<file path="src/rtl/apb_requester_if.sv">
`default_nettype none
// ============================================================================
// apb_requester_if : command/response stream plus APB4 requester bus bundle
// Revision 1.0
// ============================================================================
interface apb_requester_if #(
  parameter int G_ADDR_WIDTH = 13
);

  // command stream
  logic                    cmd_valid;
  logic                    cmd_ready;
  logic                    cmd_write;
  logic [G_ADDR_WIDTH-1:0] cmd_addr;
  logic [31:0]             cmd_wdata;
  logic [3:0]              cmd_strb;
  logic [2:0]              cmd_prot;

  // response stream
  logic                    rsp_valid;
  logic                    rsp_ready;
  logic [31:0]             rsp_rdata;
  logic                    rsp_err;
  logic                    rsp_timeout;

  // APB4 requester side
  logic                    m_apb_psel;
  logic                    m_apb_penable;
  logic                    m_apb_pwrite;
  logic [2:0]              m_apb_pprot;
  logic [G_ADDR_WIDTH-1:0] m_apb_paddr;
  logic [31:0]             m_apb_pwdata;
  logic [3:0]              m_apb_pstrb;
  logic                    m_apb_pready;
  logic [31:0]             m_apb_prdata;
  logic                    m_apb_pslverr;

  modport master (
    input  cmd_valid, cmd_write, cmd_addr, cmd_wdata, cmd_strb, cmd_prot,
    output cmd_ready,
    output rsp_valid, rsp_rdata, rsp_err, rsp_timeout,
    input  rsp_ready,
    output m_apb_psel, m_apb_penable, m_apb_pwrite, m_apb_pprot,
    output m_apb_paddr, m_apb_pwdata, m_apb_pstrb,
    input  m_apb_pready, m_apb_prdata, m_apb_pslverr
  );

  modport slave (
    output cmd_valid, cmd_write, cmd_addr, cmd_wdata, cmd_strb, cmd_prot,
    input  cmd_ready,
    input  rsp_valid, rsp_rdata, rsp_err, rsp_timeout,
    output rsp_ready,
    input  m_apb_psel, m_apb_penable, m_apb_pwrite, m_apb_pprot,
    input  m_apb_paddr, m_apb_pwdata, m_apb_pstrb,
    output m_apb_pready, m_apb_prdata, m_apb_pslverr
  );

endinterface
`default_nettype wire

</file>
<file path="src/rtl/apb_requester.sv">
`default_nettype none
// ============================================================================
// apb_requester : valid/ready commands to single APB4 transfers with timeout
// Revision 1.0
// ============================================================================
module apb_requester #(
  parameter int G_ADDR_WIDTH     = 13,
  parameter int G_TIMEOUT_CYCLES = 256
) (
  input  wire logic       clk,
  input  wire logic       rst_n,
  apb_requester_if.master bus
);

  localparam bit c_TIMEOUT_EN = (G_TIMEOUT_CYCLES > 0);
  localparam int c_CNT_W      = c_TIMEOUT_EN ? $clog2(G_TIMEOUT_CYCLES + 1) : 1;
  localparam logic [c_CNT_W-1:0] c_CNT_LAST =
    c_TIMEOUT_EN ? c_CNT_W'(G_TIMEOUT_CYCLES - 1) : '0;
  localparam logic [c_CNT_W-1:0] c_CNT_MAX = '1;

  typedef enum logic [1:0] {
    S_IDLE   = 2'd0,
    S_SETUP  = 2'd1,
    S_ACCESS = 2'd2,
    S_RESP   = 2'd3
  } state_t;

  state_t                  r_state,   w_state;
  logic                    r_cmd_ready, w_cmd_ready;
  logic                    r_psel,    w_psel;
  logic                    r_penable, w_penable;
  logic                    r_pwrite,  w_pwrite;
  logic [2:0]              r_pprot,   w_pprot;
  logic [G_ADDR_WIDTH-1:0] r_paddr,   w_paddr;
  logic [31:0]             r_pwdata,  w_pwdata;
  logic [3:0]              r_pstrb,   w_pstrb;
  logic                    r_rsp_valid, w_rsp_valid;
  logic [31:0]             r_rdata,   w_rdata;
  logic                    r_err,     w_err;
  logic                    r_timeout, w_timeout;
  logic [c_CNT_W-1:0]      r_cnt,     w_cnt;

  always_ff @(posedge clk) begin
    if (!rst_n) begin
      r_state     <= S_IDLE;
      r_cmd_ready <= 1'b1;
      r_psel      <= 1'b0;
      r_penable   <= 1'b0;
      r_pwrite    <= 1'b0;
      r_pprot     <= '0;
      r_paddr     <= '0;
      r_pwdata    <= '0;
      r_pstrb     <= '0;
      r_rsp_valid <= 1'b0;
      r_rdata     <= '0;
      r_err       <= 1'b0;
      r_timeout   <= 1'b0;
      r_cnt       <= '0;
    end else begin
      r_state     <= w_state;
      r_cmd_ready <= w_cmd_ready;
      r_psel      <= w_psel;
      r_penable   <= w_penable;
      r_pwrite    <= w_pwrite;
      r_pprot     <= w_pprot;
      r_paddr     <= w_paddr;
      r_pwdata    <= w_pwdata;
      r_pstrb     <= w_pstrb;
      r_rsp_valid <= w_rsp_valid;
      r_rdata     <= w_rdata;
      r_err       <= w_err;
      r_timeout   <= w_timeout;
      r_cnt       <= w_cnt;
    end
  end

  always_comb begin
    w_state     = r_state;
    w_psel      = r_psel;
    w_penable   = r_penable;
    w_pwrite    = r_pwrite;
    w_pprot     = r_pprot;
    w_paddr     = r_paddr;
    w_pwdata    = r_pwdata;
    w_pstrb     = r_pstrb;
    w_rsp_valid = r_rsp_valid;
    w_rdata     = r_rdata;
    w_err       = r_err;
    w_timeout   = r_timeout;
    w_cnt       = r_cnt;

    case (r_state)
      S_IDLE: begin
        if (bus.cmd_valid) begin
          w_state  = S_SETUP;
          w_psel   = 1'b1;
          w_pwrite = bus.cmd_write;
          w_pprot  = bus.cmd_prot;
          w_paddr  = bus.cmd_addr;
          w_pwdata = bus.cmd_wdata;
          // APB4 forbids active strobes on reads
          w_pstrb  = bus.cmd_write ? bus.cmd_strb : 4'h0;
        end
      end

      S_SETUP: begin
        w_state   = S_ACCESS;
        w_penable = 1'b1;
        w_cnt     = '0;
      end

      S_ACCESS: begin
        if (bus.m_apb_pready) begin
          w_state     = S_RESP;
          w_psel      = 1'b0;
          w_penable   = 1'b0;
          w_rsp_valid = 1'b1;
          w_rdata     = r_pwrite ? 32'h0 : bus.m_apb_prdata;
          w_err       = bus.m_apb_pslverr;
          w_timeout   = 1'b0;
        end else if (c_TIMEOUT_EN && (r_cnt == c_CNT_LAST)) begin
          // this wait cycle is the last one allowed; abort without pready
          w_state     = S_RESP;
          w_psel      = 1'b0;
          w_penable   = 1'b0;
          w_rsp_valid = 1'b1;
          w_rdata     = 32'h0;
          w_err       = 1'b1;
          w_timeout   = 1'b1;
        end else if (r_cnt != c_CNT_MAX) begin
          w_cnt = r_cnt + 1'b1;
        end
      end

      S_RESP: begin
        if (bus.rsp_ready) begin
          w_state     = S_IDLE;
          w_rsp_valid = 1'b0;
        end
      end

      default: begin
        w_state     = S_IDLE;
        w_psel      = 1'b0;
        w_penable   = 1'b0;
        w_rsp_valid = 1'b0;
      end
    endcase

    w_cmd_ready = (w_state == S_IDLE);
  end

  // cmd_ready is held low while reset is asserted, even in IDLE
  assign bus.cmd_ready     = r_cmd_ready & rst_n;
  assign bus.rsp_valid     = r_rsp_valid;
  assign bus.rsp_rdata     = r_rdata;
  assign bus.rsp_err       = r_err;
  assign bus.rsp_timeout   = r_timeout;
  assign bus.m_apb_psel    = r_psel;
  assign bus.m_apb_penable = r_penable;
  assign bus.m_apb_pwrite  = r_pwrite;
  assign bus.m_apb_pprot   = r_pprot;
  assign bus.m_apb_paddr   = r_paddr;
  assign bus.m_apb_pwdata  = r_pwdata;
  assign bus.m_apb_pstrb   = r_pstrb;

endmodule
`default_nettype wire

</file>
<file path="src/flat_wrapper.sv">
// flat-port wrapper written by rule: the top's interface ports become plain ports
module apb_requester_flat 
#(
  parameter int G_ADDR_WIDTH     = 13,
  parameter int G_TIMEOUT_CYCLES = 256
)
  (clk, rst_n, bus_cmd_valid, bus_cmd_write, bus_cmd_addr, bus_cmd_wdata, bus_cmd_strb, bus_cmd_prot, bus_cmd_ready, bus_rsp_valid, bus_rsp_rdata, bus_rsp_err, bus_rsp_timeout, bus_rsp_ready, bus_m_apb_psel, bus_m_apb_penable, bus_m_apb_pwrite, bus_m_apb_pprot, bus_m_apb_paddr, bus_m_apb_pwdata, bus_m_apb_pstrb, bus_m_apb_pready, bus_m_apb_prdata, bus_m_apb_pslverr);
  apb_requester_if #(.G_ADDR_WIDTH(G_ADDR_WIDTH)) bus_i ();
  input  wire logic clk;
  input  wire logic rst_n;
  input wire logic [$bits(bus_i.cmd_valid)-1:0] bus_cmd_valid;
  input wire logic [$bits(bus_i.cmd_write)-1:0] bus_cmd_write;
  input wire logic [$bits(bus_i.cmd_addr)-1:0] bus_cmd_addr;
  input wire logic [$bits(bus_i.cmd_wdata)-1:0] bus_cmd_wdata;
  input wire logic [$bits(bus_i.cmd_strb)-1:0] bus_cmd_strb;
  input wire logic [$bits(bus_i.cmd_prot)-1:0] bus_cmd_prot;
  output wire logic [$bits(bus_i.cmd_ready)-1:0] bus_cmd_ready;
  output wire logic [$bits(bus_i.rsp_valid)-1:0] bus_rsp_valid;
  output wire logic [$bits(bus_i.rsp_rdata)-1:0] bus_rsp_rdata;
  output wire logic [$bits(bus_i.rsp_err)-1:0] bus_rsp_err;
  output wire logic [$bits(bus_i.rsp_timeout)-1:0] bus_rsp_timeout;
  input wire logic [$bits(bus_i.rsp_ready)-1:0] bus_rsp_ready;
  output wire logic [$bits(bus_i.m_apb_psel)-1:0] bus_m_apb_psel;
  output wire logic [$bits(bus_i.m_apb_penable)-1:0] bus_m_apb_penable;
  output wire logic [$bits(bus_i.m_apb_pwrite)-1:0] bus_m_apb_pwrite;
  output wire logic [$bits(bus_i.m_apb_pprot)-1:0] bus_m_apb_pprot;
  output wire logic [$bits(bus_i.m_apb_paddr)-1:0] bus_m_apb_paddr;
  output wire logic [$bits(bus_i.m_apb_pwdata)-1:0] bus_m_apb_pwdata;
  output wire logic [$bits(bus_i.m_apb_pstrb)-1:0] bus_m_apb_pstrb;
  input wire logic [$bits(bus_i.m_apb_pready)-1:0] bus_m_apb_pready;
  input wire logic [$bits(bus_i.m_apb_prdata)-1:0] bus_m_apb_prdata;
  input wire logic [$bits(bus_i.m_apb_pslverr)-1:0] bus_m_apb_pslverr;
  assign bus_i.cmd_valid = bus_cmd_valid;
  assign bus_i.cmd_write = bus_cmd_write;
  assign bus_i.cmd_addr = bus_cmd_addr;
  assign bus_i.cmd_wdata = bus_cmd_wdata;
  assign bus_i.cmd_strb = bus_cmd_strb;
  assign bus_i.cmd_prot = bus_cmd_prot;
  assign bus_cmd_ready = bus_i.cmd_ready;
  assign bus_rsp_valid = bus_i.rsp_valid;
  assign bus_rsp_rdata = bus_i.rsp_rdata;
  assign bus_rsp_err = bus_i.rsp_err;
  assign bus_rsp_timeout = bus_i.rsp_timeout;
  assign bus_i.rsp_ready = bus_rsp_ready;
  assign bus_m_apb_psel = bus_i.m_apb_psel;
  assign bus_m_apb_penable = bus_i.m_apb_penable;
  assign bus_m_apb_pwrite = bus_i.m_apb_pwrite;
  assign bus_m_apb_pprot = bus_i.m_apb_pprot;
  assign bus_m_apb_paddr = bus_i.m_apb_paddr;
  assign bus_m_apb_pwdata = bus_i.m_apb_pwdata;
  assign bus_m_apb_pstrb = bus_i.m_apb_pstrb;
  assign bus_i.m_apb_pready = bus_m_apb_pready;
  assign bus_i.m_apb_prdata = bus_m_apb_prdata;
  assign bus_i.m_apb_pslverr = bus_m_apb_pslverr;
  apb_requester #(.G_ADDR_WIDTH(G_ADDR_WIDTH), .G_TIMEOUT_CYCLES(G_TIMEOUT_CYCLES)) u_core (.clk(clk), .rst_n(rst_n), .bus(bus_i));
endmodule
</file>
<file path="config.mk">
export PLATFORM = sky130hd
export DESIGN_NAME = apb_requester_flat
export DESIGN_NICKNAME = d
export VERILOG_FILES = /design/src/rtl/apb_requester_if.sv /design/src/rtl/apb_requester.sv /design/src/flat_wrapper.sv
export SDC_FILE = /design/constraint.sdc
export NUM_CORES = 1
export LEC_CHECK = 0
export ABC_AREA = 1
export BUFFER_PORTS_ARGS = -buffer_cell sky130_fd_sc_hd__buf_4
export CAP_MARGIN = 10
export CELL_PAD_IN_SITES_DETAIL_PLACEMENT = 0
export CELL_PAD_IN_SITES_GLOBAL_PLACEMENT = 1
export CORE_ASPECT_RATIO = 0.5
export CORE_UTILIZATION = 30
export DETAILED_ROUTE_END_ITERATION = 10
export PLACE_DENSITY_LB_ADDON = 0.1
export SLEW_MARGIN = 25
export SYNTH_ARGS = -nofsm -noshare
export SYNTH_HDL_FRONTEND = slang
export SYNTH_SLANG_ARGS = --single-unit
export TNS_END_PERCENT = 10
</file>
<file path="constraint.sdc">
create_clock -name clk -period 3.84 [get_ports clk]
set_input_delay 0.384 -clock clk [delete_from_list [all_inputs] [get_ports clk]]
set_output_delay 0.384 -clock clk [all_outputs]
set_load 0.01 [all_outputs]
</file>
==> results.sh, run 1 <==
export IMPL_fill_cells=1367
export IMPL_synthMuxAreaShare_pct=0
export IMPL_cp_cell_sequence="ha_1 > nand2_1 > inv_1 > nand2_1 > nor2_1 > ha_1 > nor2_1 > nor2_4 > nand3_1 > a21oi_1"
export IMPL_synth_edff_count=0
export IMPL_rows=29
export IMPL_instances_no_fill=857
export IMPL_synth_top_cell_area_share_pct=51.6
export IMPL_crit_path_end_kind="flop"
export IMPL_drtIter0Drc=216
export IMPL_die_height_um=83.2
export IMPL_synth_xor_xnor_area_share_pct=0
export IMPL_hold_path_class="input port to flop"
export IMPL_setup_viol=0
export IMPL_fin_area_mm2=0.00566
export IMPL_gp_congestion=0.740
export IMPL_cp_arrival_ns=2.63
export IMPL_synth_top_family_by_area="simple AND/OR/NAND/NOR gates"
export IMPL_ctsHoldBuffers=0
export IMPL_finalSetupTns_ns=0
export IMPL_finClkSkew_ns=0.0132
export IMPL_route_detailed_drc=0
export IMPL_synth_nets=617
export IMPL_io_pins=182
export IMPL_switching_share_pct=29.3
export IMPL_start_kind="flop"
export IMPL_synth_flop_cell="dfxtp_1"
export IMPL_initial_core_util_pct=31.0
export IMPL_combPwrFrac_pct=21.7
export IMPL_diodes=0
export IMPL_portBuffers=181
export IMPL_drtPass1Iterations=4
export IMPL_p_int_mw=1.88
export IMPL_worstSetupPathType="flop to flop"
export IMPL_antenna_found_initial=0
export IMPL_clk_pin_slew_worst_paths_ns=0.07
export IMPL_synth_compound_area_share_pct=14.1
export IMPL_syn_to_final_growth_pct=42.9
export IMPL_synth_adder_area_share_pct=2.21
export IMPL_vias=3821
export IMPL_grt_max_degree=56
export IMPL_post_place_ws_ns=1.44
export IMPL_ys_types=25
export IMPL_synth_area_leaders="dfxtp_1, nor2_1, nand2_1, o21ai_0, a21oi_1"
export IMPL_grtUsageTotal_pct=16.1
export IMPL_maxCapViolations=0
export IMPL_vdd_drop_max_mv=0.210
export IMPL_ctsResizeCount=0
export IMPL_r2r_cells=10
export IMPL_seqPwrFrac_pct=45.6
export IMPL_grt_overflow=0
export IMPL_hold_path_cell_count=2
export IMPL_clock_sinks=102
export IMPL_synth_cells=519
export IMPL_total_power_mw=2.66
export IMPL_grt_setup_unrepaired="no"
export IMPL_tightest_slew_ns=0.825
export IMPL_hold_viol=0
export IMPL_cts_root_buf="clkbuf_16"
export IMPL_finalCritPeriodShare_pct=61.4
export IMPL_drt_total_wl_um=10900
export IMPL_final_util_pct=44.3
export IMPL_hpwl_um=7160
export IMPL_drtAntennaViolNets=0
export IMPL_dpl_instance_area_mm2=0.00538
export IMPL_yosysSeqAreaShare_pct=51.6
export IMPL_drive_gt1_share_pct=30.1
export IMPL_cp_required_ns=4.11
export IMPL_reg2reg_slack_ns=1.48
export IMPL_critical_path_slowest_cell="nor2_4"
export IMPL_ys_seq_elements=102
export IMPL_insertion_delay_ns=0.35
export IMPL_layout_nets=780
export IMPL_avgSynthCellArea_um2=7.62
export IMPL_cpPeakStageDelay_ns=0.62
export IMPL_status="finished clean"
export IMPL_ctsHtreeMaxLevel=3
export IMPL_viasPerCell=4.46
export IMPL_grt_pass1_wl_um=17600
export IMPL_numCtsBuffers=9
export IMPL_synth_simple_area_share_pct=24.9
export IMPL_relSlewSlack_pct=44.9
export IMPL_fmax_mhz=424
export IMPL_min_period_ns=2.36
export IMPL_synth_most_common_cell="nor2_1"
export IMPL_cts_tree="built"
export IMPL_dp_cells=841
export IMPL_synth_warnings=0
export IMPL_synth_top_area_cell="dfxtp_1"
export IMPL_die_w_um=164
export IMPL_synthArstFlopShare_pct=0
export IMPL_synthTopCellsByCount="nor2_1, dfxtp_1, nand2_1"
export IMPL_p_clk_share_pct=32.7
export IMPL_p_switching_mw=0.778
export IMPL_cts_setup_buffers=0
export IMPL_cp_max_fo=37
export IMPL_syn_area_mm2=0.00396
export IMPL_power_density_mw_per_mm2=470
export IMPL_grt_pass1_vias=3471
export IMPL_timing_final_ws_setup_ns=1.48
export IMPL_slew_violations=0
export IMPL_core_mm2=0.0128
export IMPL_die_area_mm2=0.0137
export IMPL_ctsLongestPathBuffers=2
export IMPL_p_leak_nw=2.52
export IMPL_wl_per_cell_um=12.8
export IMPL_hold_worst_slack_ns=0.257
-- worst max-delay path: cells and delay by family, from the launching register on --
family	cells	cell delay, ns
AO/OA/AOI/OAI	1	0.16
adder cells (fa/ha/maj)	2	0.44
buffers and inverters	1	0.11
flip-flops	1	0.40
AND/OR/NAND/NOR	6	1.18
-- power by group through the flow --
stage / logic (mW) / registers, mW / clock network [mW]
floorplan: 0.279 / 1.27 / 0
global placement: 0.587 / 1.23 / 0
detailed placement: 0.585 / 1.24 / 0
CTS: 0.586 / 1.21 / 0.903
global route: 0.652 / 1.22 / 0.949
finish: 0.577 / 1.21 / 0.869
-- final cells by class --
cell class	instances	area [um2]	share of cell area, %
repair buffers	185	1390	24.6
well taps	170	213	3.76
clock inverters	4	31.3	0.553
clock buffers	12	246	4.36
flip-flops and latches	102	2040	36.1
inverters	27	106	1.88
multi-input cells	357	1630	28.8
-- routing by layer --
metal  wire length, um  share of wire (%)  up-vias  GRT usage, %
met5                 0                  0        -             0
met4                74               0.68        0          4.00
met3              1090                 10        7          6.89
met2              4460                 41      120          23.3
met1              5320                 49     1691          21.8
li1                  -                  -     2003             -
-- state kept, by name, summed over array words and instances, names as in the netlist --
name / count
u_core.r_cnt: 9
u_core.bus.m_apb_penable: 1
u_core.bus.m_apb_psel: 1
u_core.bus.rsp_timeout: 1
u_core.r_state: 2
u_core.bus.m_apb_pstrb: 4
u_core.bus.rsp_valid: 1
u_core.bus.rsp_err: 1
u_core.bus.m_apb_pprot: 3
u_core.r_cmd_ready: 1
u_core.bus.m_apb_pwrite: 1
u_core.bus.m_apb_paddr: 13
u_core.bus.m_apb_pwdata: 32
u_core.bus.rsp_rdata: 32
-- final timing paths --
check	endpoint	start
max reg2reg	u_core.bus.rsp_rdata[24]	u_core.r_cnt[0]
min reg2reg	u_core.r_cnt[4]	u_core.r_cnt[4]
max	u_core.bus.rsp_rdata[24]	u_core.r_cnt[0]
min	u_core.bus.rsp_timeout	bus_m_apb_pready
-- placed cells by master (no fill, tap or decap), types with 2 or more instances in the layout --
cell type / n
a211oi_1: 2
nand3_1: 42
nand2_1: 81
a21oi_2: 2
a21oi_1: 46
clkinvlp_4: 3
dfxtp_1: 102
buf_4: 185
clkbuf_16: 9
inv_1: 25
inv_6: 2
o21ai_0: 54
nor2_1: 114
clkbuf_1: 2
nand4_1: 2
ha_1: 7
-- cell families after synthesis --
kind of cell,count (synthesis)
AND/OR/NAND/NOR,243
AO/OA/AOI/OAI,107
flip-flops,102
buffers and inverters,60
adder cells (fa/ha/maj),7
(Power assumes the default switching activity.)
==> run 2, diff against run 1 <==
--- a/config.mk
+++ b/config.mk
@@ -5,7 +5,7 @@
 export SDC_FILE = /design/constraint.sdc
 export NUM_CORES = 1
 export LEC_CHECK = 0
-export ABC_AREA = 1
+export ABC_AREA = 0
 export BUFFER_PORTS_ARGS = -buffer_cell sky130_fd_sc_hd__buf_4
 export CAP_MARGIN = 10
 export CELL_PAD_IN_SITES_DETAIL_PLACEMENT = 0
==> constraint.sdc (replaced) <==
create_clock -name clk -period 2.43 [get_ports clk]
set_input_delay 0.243 -clock clk [delete_from_list [all_inputs] [get_ports clk]]
set_output_delay 0.243 -clock clk [all_outputs]
set_load 0.01 [all_outputs]
==> results.sh, run 2 <==
export IMPL_synth_nets=570
export IMPL_hold_worst_slack_ns=0.152
export IMPL_drt_total_wl_um=10900
export IMPL_path_delay_family="simple AND/OR/NAND/NOR gates"
export IMPL_r2r_cells=8
export IMPL_final_util_pct=45.6
export IMPL_insertion_delay_ns=0.34
export IMPL_slew_violations=0
export IMPL_syn_to_final_growth_pct=45.4
export IMPL_drive_gt1_share_pct=33.2
export IMPL_drtAntennaViolNets=0
export IMPL_final_common_cell="buf_4"
export IMPL_ctsResizeCount=0
export IMPL_cp_required_ns=2.66
export IMPL_status="complete, but fails checks"
export IMPL_finClkSkew_ns=0.00813
export IMPL_synth_top_cell_area_share_pct=50.4
export IMPL_critical_path_slowest_cell="or4b_4"
export IMPL_cts_tree="built"
export IMPL_yosysSeqAreaShare_pct=50.4
export IMPL_instances_no_fill=811
export IMPL_crit_buf_inv=0
export IMPL_crit_path_end_kind="flop"
export IMPL_final_cell_mix="buf_4, nand2_1, dfxtp_1"
export IMPL_fill_cells=1381
export IMPL_cts_root_buf="clkbuf_16"
export IMPL_finalCritPeriodShare_pct=88.8
export IMPL_die_w_um=166
export IMPL_ctsHoldBuffers=0
export IMPL_cpPeakStageDelay_ns=0.62
export IMPL_viasPerCell=4.44
export IMPL_grt_max_degree=56
export IMPL_clk_pin_slew_worst_paths_ns=0.07
export IMPL_vdd_drop_max_mv=0.308
export IMPL_drtPass1Iterations=9
export IMPL_drtIter0Drc=158
export IMPL_p_leak_nw=2.46
export IMPL_hpwl_um=7190
export IMPL_hold_viol=0
export IMPL_maxCapViolations=0
export IMPL_numCtsBuffers=9
export IMPL_portBuffers=181
export IMPL_synth_top_family_by_area="simple AND/OR/NAND/NOR gates"
export IMPL_tightest_slew_ns=0.512
export IMPL_synth_most_common_cell="nand2_1"
export IMPL_ctsLongestPathBuffers=2
export IMPL_gp_congestion=0.698
export IMPL_synth_compound_area_share_pct=20.3
export IMPL_synthTopCellsByCount="nand2_1, dfxtp_1, a21boi_0"
export IMPL_die_area_mm2=0.0140
export IMPL_die_height_um=84.2
export IMPL_hold_path_cell_count=3
export IMPL_diodes=0
export IMPL_worstReg2RegStart="u_core.r_cnt[0]"
export IMPL_avgSynthCellArea_um2=8.58
export IMPL_finalSetupTns_ns=0
export IMPL_cp_cell_sequence="ha_1 > nand3_1 > nor2_1 > ha_1 > or4b_4 > a211oi_2 > xnor2_1 > nor2_1"
export IMPL_grtUsageTotal_pct=15.7
export IMPL_initial_core_util_pct=31.4
export IMPL_synthArstFlopShare_pct=0
export IMPL_grt_overflow=0
export IMPL_layout_nets=734
export IMPL_start_kind="flop"
export IMPL_worstSetupPathType="flop to flop"
export IMPL_cts_setup_buffers=0
export IMPL_route_detailed_drc=10
export IMPL_vias=3599
export IMPL_ys_types=34
export IMPL_power_density_mw_per_mm2=668
export IMPL_min_from="bus_cmd_wdata[28]"
export IMPL_hold_path_class="input port to flop"
export IMPL_min_period_ns=2.16
export IMPL_synthMuxAreaShare_pct=0
export IMPL_ys_seq_elements=102
export IMPL_synth_flop_cell="dfxtp_1"
export IMPL_fmax_mhz=463
export IMPL_io_pins=182
export IMPL_clock_sinks=102
export IMPL_grt_pass1_vias=3474
export IMPL_grt_setup_unrepaired="no"
export IMPL_syn_area_mm2=0.00405
export IMPL_dp_cells=795
export IMPL_reg2reg_slack_ns=0.27
export IMPL_grt_pass1_wl_um=17600
export IMPL_synth_area_leaders="dfxtp_1, a21boi_0, nand2_1, nand3_1, clkbuf_1"
export IMPL_wl_per_cell_um=13.5
export IMPL_synth_adder_area_share_pct=2.16
export IMPL_synth_simple_area_share_pct=21.9
export IMPL_synth_xor_xnor_area_share_pct=1.30
export IMPL_core_mm2=0.0129
export IMPL_synth_warnings=0
export IMPL_setup_viol=0
export IMPL_antenna_found_initial=0
export IMPL_synth_top_area_cell="dfxtp_1"
export IMPL_rows=29
export IMPL_ctsHtreeMaxLevel=3
export IMPL_crit_start="u_core.r_cnt[0]"
export IMPL_violations="DRC"
export IMPL_cp_arrival_ns=2.39
export IMPL_cp_max_fo=9
export IMPL_synth_cells=472
export IMPL_cp_depth=8
export IMPL_synth_edff_count=0
export IMPL_relSlewSlack_pct=65.7
-- run 2: per-stage QoR --
stage	setup slack [ns]	area, um2	power [mW]
floorplan	0.365	4050	2.21
global placement	0.154	5600	2.60
detailed placement	0.126	5600	2.60
CTS	0.100	5890	4.01
global route	0.110	5890	4.15
finish	0.272	5890	3.94
-- run 2: power breakdown --
part | internal [mW] | leakage, nW | switching (mW)
logic | 0.350 | 1.49 | 0.364
registers | 1.78 | 0.831 | 0.0551
clock network | 0.735 | 0.137 | 0.657
-- run 2: worst paths after layout --
path,end
worst max-delay path,u_core.r_cnt[6]
worst min-delay path,u_core.bus.m_apb_pwdata[28]
worst max register to register,u_core.r_cnt[6]
worst min register to register,u_core.bus.rsp_rdata[10]
-- run 2: logic make-up after synthesis --
family                     Yosys count
xor gates and xnor gates             6
AOI/OAI and AO/OA                  109
and+or+nand+nor                    209
DFF                                102
adders and majority gates            7
buffers and inverters               39
-- run 2: worst min-delay path, delay by kind of cell --
family | cells | cell delay (ns)
AND/OR/NAND/NOR | 1 | 0.04
buffers and inverters | 1 | 0.11
AO/OA/AOI/OAI | 1 | 0.06
-- run 2: cell type report --
| cell class | count | area, um2 | area share (%) |
|---|---|---|---|
| Clock inverter | 5 | 42.5 | 0.722 |
| Inverter | 4 | 15.0 | 0.255 |
| Multi-Input combinational cell | 331 | 1860 | 31.6 |
| Sequential cell | 102 | 2040 | 34.7 |
| Clock buffer | 11 | 243 | 4.12 |
| Tap cell | 170 | 213 | 3.61 |
| Timing Repair Buffer | 188 | 1470 | 25.0 |
-- run 2: per-layer routing --
metal  global-route usage (%)  share of wire, %  up-vias
met2                     25.7                45       98
met4                     4.04               1.0        0
met1                     19.5                46     1600
met3                     5.75               7.9        9
li1                         -                 -     1892
met5                        0                 0        -
